<file path="src/rtl/wavetable_pkg.sv">
// wavetable_pkg
// Shared definitions for the wavetable arbiter slice.
//   DEF_ADDR_W / DEF_DATA_W : default wavetable address / sample widths
//   TAG_IDX_W               : index field width of an in-flight read tag
//   tag_t                   : {valid, index} record carried alongside each ROM read
//   clog2()                 : ceiling log2, used to size requestor indices
package wavetable_pkg;

  localparam int DEF_ADDR_W = 10;
  localparam int DEF_DATA_W = 18;

  // Tag index field is fixed-width so the record layout is shared by every
  // instance; it covers up to 256 requestors.
  localparam int TAG_IDX_W = 8;

  typedef struct packed {
    logic                 valid;
    logic [TAG_IDX_W-1:0] index;
  } tag_t;

  function automatic int clog2(input int n);
    int r;
    r = 0;
    while ((1 << r) < n) r++;
    return r;
  endfunction

endpackage

</file>
<file path="src/rtl/wavetable_arbiter_rr.sv">
// rr_arbiter
// Round-robin grant over NUM_REQ requests. The search starts at the pointer
// and wraps; the pointer moves one past the winner whenever advance is high.
//   clk, rst_n : clock, asynchronous active-low reset (pointer returns to 0)
//   req        : request vector
//   advance    : a handshake happened this cycle, move the pointer
//   grant      : one-hot grant, all zeros when no request
//   grant_idx  : binary index of the granted requestor (0 when none)
module rr_arbiter
  import wavetable_pkg::*;
#(
  parameter  int NUM_REQ = 32,
  localparam int IDX_W   = clog2(NUM_REQ)
) (
  input  logic               clk,
  input  logic               rst_n,
  input  logic [NUM_REQ-1:0] req,
  input  logic               advance,
  output logic [NUM_REQ-1:0] grant,
  output logic [IDX_W-1:0]   grant_idx
);

  logic [IDX_W-1:0] ptr_reg;
  logic [IDX_W-1:0] ptr_next;
  logic [IDX_W-1:0] cand_idx;
  logic             found;

  // Linear scan from the pointer, first hit wins.
  always_comb begin
    found     = 1'b0;
    grant_idx = '0;
    cand_idx  = '0;
    for (int off = 0; off < NUM_REQ; off++) begin
      cand_idx = IDX_W'((int'(ptr_reg) + off) % NUM_REQ);
      if (!found && req[cand_idx]) begin
        found     = 1'b1;
        grant_idx = cand_idx;
      end
    end
  end

  always_comb begin
    grant = '0;
    if (found) grant[grant_idx] = 1'b1;
  end

  always_comb begin
    ptr_next = ptr_reg;
    if (advance) begin
      ptr_next = (grant_idx == IDX_W'(NUM_REQ - 1)) ? '0 : grant_idx + 1'b1;
    end
  end

  always_ff @(posedge clk or negedge rst_n) begin
    if (!rst_n) ptr_reg <= '0;
    else        ptr_reg <= ptr_next;
  end

endmodule

</file>
<file path="src/rtl/wavetable_arbiter.sv">
// wavetable_arbiter
// Shares one synchronous single-port wavetable ROM among NUM_REQ voices.
// One round-robin grant per cycle; each accepted read carries a tag through a
// ROM_LATENCY-deep pipeline and lands in the requestor's holding register.
//   clk, rst_n     : clock, asynchronous active-low reset
//   req_valid      : per-requestor read request
//   req_addr       : packed addresses, requestor i at [i*ADDR_W +: ADDR_W]
//   req_ready      : one-hot grant (combinational, 0 during reset)
//   rsp_valid      : one-cycle strobe when requestor i's register updates
//   rsp_data       : packed per-requestor holding registers
//   rom_en/addr    : ROM drive (combinational)
//   rom_data       : ROM read data, ROM_LATENCY cycles after rom_en/rom_addr
//   cnt_clr        : synchronous clear of contention_cnt
//   contention_cnt : saturating count of cycles with two or more requests
//   protocol_err   : sticky, set when a waiting request is withdrawn
module wavetable_arbiter
  import wavetable_pkg::*;
#(
  parameter  int NUM_REQ     = 32,
  parameter  int ADDR_W      = DEF_ADDR_W,
  parameter  int DATA_W      = DEF_DATA_W,
  parameter  int ROM_LATENCY = 1,
  parameter  int CNT_W       = 16,
  localparam int IDX_W       = clog2(NUM_REQ)
) (
  input  logic                      clk,
  input  logic                      rst_n,
  input  logic [NUM_REQ-1:0]        req_valid,
  input  logic [NUM_REQ*ADDR_W-1:0] req_addr,
  output logic [NUM_REQ-1:0]        req_ready,
  output logic [NUM_REQ-1:0]        rsp_valid,
  output logic [NUM_REQ*DATA_W-1:0] rsp_data,
  output logic                      rom_en,
  output logic [ADDR_W-1:0]         rom_addr,
  input  logic [DATA_W-1:0]         rom_data,
  input  logic                      cnt_clr,
  output logic [CNT_W-1:0]          contention_cnt,
  output logic                      protocol_err
);

  localparam logic [CNT_W-1:0] CNT_MAX = '1;

  logic [NUM_REQ-1:0]     grant;
  logic [IDX_W-1:0]       grant_idx;
  logic                   grant_any;
  tag_t                   tag_in;
  tag_t                   tag_reg [ROM_LATENCY];
  tag_t                   last_tag;
  logic [ROM_LATENCY-1:0] tag_valid_vec;
  logic [NUM_REQ-1:0]     pend_reg;
  logic                   multi_req;
  logic [CNT_W-1:0]       cnt_reg;
  logic                   perr_reg;

  rr_arbiter #(.NUM_REQ(NUM_REQ)) u_arb (
    .clk       (clk),
    .rst_n     (rst_n),
    .req       (req_valid),
    .advance   (grant_any),
    .grant     (grant),
    .grant_idx (grant_idx)
  );

  // Grant is qualified by rst_n so nothing is accepted while held in reset.
  assign req_ready = rst_n ? grant : '0;
  assign grant_any = |req_ready;
  assign rom_addr  = grant_any ? req_addr[grant_idx*ADDR_W +: ADDR_W] : '0;

  // ---------------- tag pipeline, mirrors the ROM latency ----------------
  assign tag_in = '{valid: grant_any, index: TAG_IDX_W'(grant_idx)};

  always_ff @(posedge clk or negedge rst_n) begin
    if (!rst_n) begin
      for (int s = 0; s < ROM_LATENCY; s++) tag_reg[s] <= '0;
    end else begin
      tag_reg[0] <= tag_in;
      for (int s = 1; s < ROM_LATENCY; s++) tag_reg[s] <= tag_reg[s-1];
    end
  end

  genvar gi;
  generate
    for (gi = 0; gi < ROM_LATENCY; gi++) begin : g_tag_valid
      assign tag_valid_vec[gi] = tag_reg[gi].valid;
    end
  endgenerate

  // ROM stays enabled while any read is still in flight so its output
  // pipeline keeps moving.
  assign rom_en   = grant_any | (|tag_valid_vec);
  assign last_tag = tag_reg[ROM_LATENCY-1];

  // ---------------- per-requestor holding registers ----------------
  generate
    for (gi = 0; gi < NUM_REQ; gi++) begin : g_rsp
      logic              hit;
      logic              valid_reg;
      logic [DATA_W-1:0] data_reg;

      assign hit = last_tag.valid && (last_tag.index == TAG_IDX_W'(gi));

      always_ff @(posedge clk or negedge rst_n) begin
        if (!rst_n) begin
          valid_reg <= 1'b0;
          data_reg  <= '0;
        end else begin
          valid_reg <= hit;
          if (hit) data_reg <= rom_data;
        end
      end

      assign rsp_valid[gi]                  = valid_reg;
      assign rsp_data[gi*DATA_W +: DATA_W] = data_reg;
    end
  endgenerate

  // ---------------- contention counter and protocol check ----------------
  // x & (x-1) clears the lowest set bit: non-zero iff two or more are set.
  assign multi_req = |(req_valid & (req_valid - 1'b1));

  always_ff @(posedge clk or negedge rst_n) begin
    if (!rst_n) begin
      cnt_reg  <= '0;
      pend_reg <= '0;
      perr_reg <= 1'b0;
    end else begin
      if (cnt_clr)                             cnt_reg <= '0;
      else if (multi_req && cnt_reg != CNT_MAX) cnt_reg <= cnt_reg + 1'b1;
      // Requests left waiting this cycle must still be present next cycle.
      pend_reg <= req_valid & ~req_ready;
      if (|(pend_reg & ~req_valid)) perr_reg <= 1'b1;
    end
  end

  assign contention_cnt = cnt_reg;
  assign protocol_err   = perr_reg;

endmodule

</file>
<file path="config.mk">
export PLATFORM = sky130hd
export DESIGN_NAME = wavetable_arbiter
export DESIGN_NICKNAME = d
export VERILOG_FILES = /design/src/rtl/wavetable_pkg.sv /design/src/rtl/wavetable_arbiter_rr.sv /design/src/rtl/wavetable_arbiter.sv
export SDC_FILE = /design/constraint.sdc
export NUM_CORES = 2
export LEC_CHECK = 0
export BUFFER_PORTS_ARGS = -buffer_cell sky130_fd_sc_hd__buf_4
export CORE_AREA = 2 2 404 406
export DETAILED_ROUTE_END_ITERATION = 8
export DIE_AREA = 0 0 406 408
export PLACE_DENSITY = 0.49
export SETUP_SLACK_MARGIN = 0.05
export SYNTH_ARGS = -nofsm -noshare
export SYNTH_HDL_FRONTEND = slang
export SYNTH_SLANG_ARGS = --single-unit
</file>
<file path="constraint.sdc">
create_clock -name clk -period 46.2 [get_ports clk]
set_input_delay 13.86 -clock clk [delete_from_list [all_inputs] [get_ports clk]]
set_output_delay 13.86 -clock clk [all_outputs]
set_load 0.02 [all_outputs]
</file>
==> results.txt <==
Drt total wl -> 175 mm
Critical path startpoint category -> primary input
Fraction of post-synthesis cell area in the top cell type by area -> 47.2%
Synth async-reset ratio -> 100%
Nets -> 4843
CTS tree -> yes
Site Rows -> 148
Synthesis-to-finish area growth -> 35.7%
Area of the multi-input gates -> 17200 sq um
WP buf/inv -> 4
Number of flip-flops in the largest register -> 576
Tot GR Track Use -> 20.5%
IO Count -> 1041
DIE WIDTH -> 406 um
Commonest non-fill, non-tap cell in the layout -> buf_4
First-pass GRT wire length -> 245 mm
Crit-path max FO -> 64
Clk pin slew, worst setup/hold paths -> 0.06 ns
Tcrit/Tclk final -> 80.1%
Final Critical Period -> 36.99 ns
Syn nets -> 3926
Root Buffer -> clkbuf_16
Flops & latches, synth -> 668
Setup TNS -> 0 ns
Worst min path class -> reg2reg
Synthesized cell area -> 35500 sq um
Crit. Startpoint -> req_valid[15]
Initial core utilization -> 21.9%
CP peak stage delay -> 0.87 ns
Max-cap violations -> 0
Via count -> 31400
Core footprint -> 162000 sq um
Post-synth EDFFs -> 0
CTS buffer count -> 82
Largest net degree at the start of global routing -> 164
Reg area -> 16700 sq um
Port Buffer Count -> 1040
# DRC -> 0
Setup bufs post-CTS -> 0
CP delay by family, top -> simple AND/OR/NAND/NOR gates
Commonest non-fill, non-tap cells in the layout -> 1102 x buf_4, 1037 x nand2_1, 665 x dfrtp_1
Status -> finished, final reports clean
Post-CTS sizing -> 0
Placer Congestion -> 0.956
Slew Limit Headroom -> 15.9%
Predominant post-synthesis flop cell -> dfrtp_1
Max Transition Viols Final -> 0
Largest area contributor in the netlist -> dfrtp_1
Hpwl dp -> 128 mm
Count of different cell masters after synthesis -> 89
Req. time, crit path -> 32.34 ns
Remaining antenna violation count -> 0
Worst hold start -> g_rsp[5].data_reg[3]
Worst Setup Path Type -> in2out
Cts hold-fix bufs -> 0
Clock buffer depth -> 3
WL per Instance -> 26.2 um
Die Area -> 166000 sq um
CP Capture Type -> output pin
1st-pass router iterations -> 6
Later-pin clock latency in the skew report -> 0.72 ns
Sequential share of the synthesized area -> 47.2%
Least-Margin Pin Slew -> 1.25 ns
# setup viols final -> 0
Routed vias/inst -> 4.69
YS warnings -> 0
Critical path cell sequence -> buf_4 -> mux4_2 -> mux2_2 -> nand3_1 -> nand4_1 -> or4_1 -> or4_1 -> nor3_2 -> nand2_1 -> nor3_1 -> a311oi_1 -> a22oi_4 -> buf_4 -> buf_4 -> nor2b_1 -> a211oi_1 -> a21oi_1 -> a221oi_1 -> o22ai_1 -> buf_4
Fillers -> 17000
Synthesized instance count -> 3536
Most common cell on crit path -> buf_4
Worst R2R Start -> u_arb.ptr_reg[1]
Skew final -> 0.0347 ns
Crit path DAT -> 23.13 ns
Initial DRC Count -> 2342
Fin. Hold Viols -> 0
F_max -> 27.0 MHz
Clock sinks -> 668
RSZ-0062 raised after global routing -> false
Die H -> 408 um
Initial antenna violation count -> 10
Slowest library cell on the worst path -> buf_4
Vias in the first global route -> 31200
Mean Syn Cell Area -> 10.0 sq um
Htree depth -> 3
Top post-synthesis cells by area -> dfrtp_1 47%, nand2_1 11%, mux2_2 10%
GR Overflow Total -> 0
Share of cells above drive strength 1 -> 37.5%
worst register-to-register path: cells and delay by family, from the launching register on:
kind | cells | cell delay (ns)
compound gates | 2 | 1.01
fa+ha+maj | 2 | 0.84
buf+inv | 4 | 2.43
flops | 1 | 0.58
mux | 3 | 1.03
simple gates | 8 | 4.07
through the flow:
| stage | hold WS [ns] | instances | util [%] | cell area, sq um | setup slack [ns] |
|---|---|---|---|---|---|
| CTS | 0.479 | 6693 | 29.8 | 48100 | 9.38 |
| global placement | 0.460 | 6544 | 28.0 | 45300 | 9.49 |
| finish | 0.473 | 6700 | 29.8 | 48100 | 9.21 |
| floorplan | 0.521 | 3536 | - | 35500 | 12.28 |
| global route | 0.491 | 6694 | 29.8 | 48100 | 8.66 |
| detailed placement | 0.464 | 6544 | 28.0 | 45300 | 9.38 |
kinds of logic (layout without fill, tap and decap cells):
group / count (synthesis) / in the layout / synth area share, %
AND/OR/NAND/NOR: 1437 / 1437 / 16.9
flip-flops: 668 / 668 / 47.2
adder cells (fa/ha/maj): 21 / 21 / 0.713
XOR/XNOR: 38 / 38 / 1.00
AO/OA/AOI/OAI: 400 / 400 / 7.97
other: 0 / 7 / 0
multiplexers: 621 / 621 / 21.6
buffers and inverters: 351 / 1333 / 4.58
cells in the mapped netlist (all sizes together) (29+ instances only):
cell type and instances:
a211oi 46, a21oi 100, a221oi 33, buf 107
clkbuf 164, dfrtp 668, inv 61, mux2 315
mux2i 221, mux4 85, nand2 1037, nand3 39
nor2 157, nor2b 65, nor3 29, o21ai 53
area by class of cell:
cell class                 instances  area share (%)
multi-input combinational       2517            35.7
antenna                            7          0.0364
clock inverter                    30           0.949
clock buffer                     119            4.97
inverter                          80           0.624
sequential                       668            34.7
timing repair buffer            1104            17.3
tap                             2175            5.66
per-layer routing:
layer  global-route usage [%]  wire length (um)  vias up  share of wire [%]
met3                     5.07             12500      223                7.1
met5                        0                27        -              0.015
met2                     34.3             83900     1232                 48
met4                     5.62              4920        4                2.8
li1                         -                 -    14000                  -
met1                     26.2             73900    16000                 42
path summary, 6_finish.rpt:
path	slack (ns)	end	cells after the start
setup reg to reg	36.11	pend_reg[9]	19
hold reg to reg	0.47	g_rsp[5].data_reg[3]	2
setup / recovery	9.21	rom_addr[6]	20
hold / removal	0.47	g_rsp[5].data_reg[3]	2
max in group asynchronous	29.72	g_rsp[20].data_reg[5]	5
min in group asynchronous	13.02	g_rsp[28].data_reg[6]	1
Power is left out: the tool's default activity adds up to more than one toggle a clock period on the data nets, which glitch-free logic cannot reach.
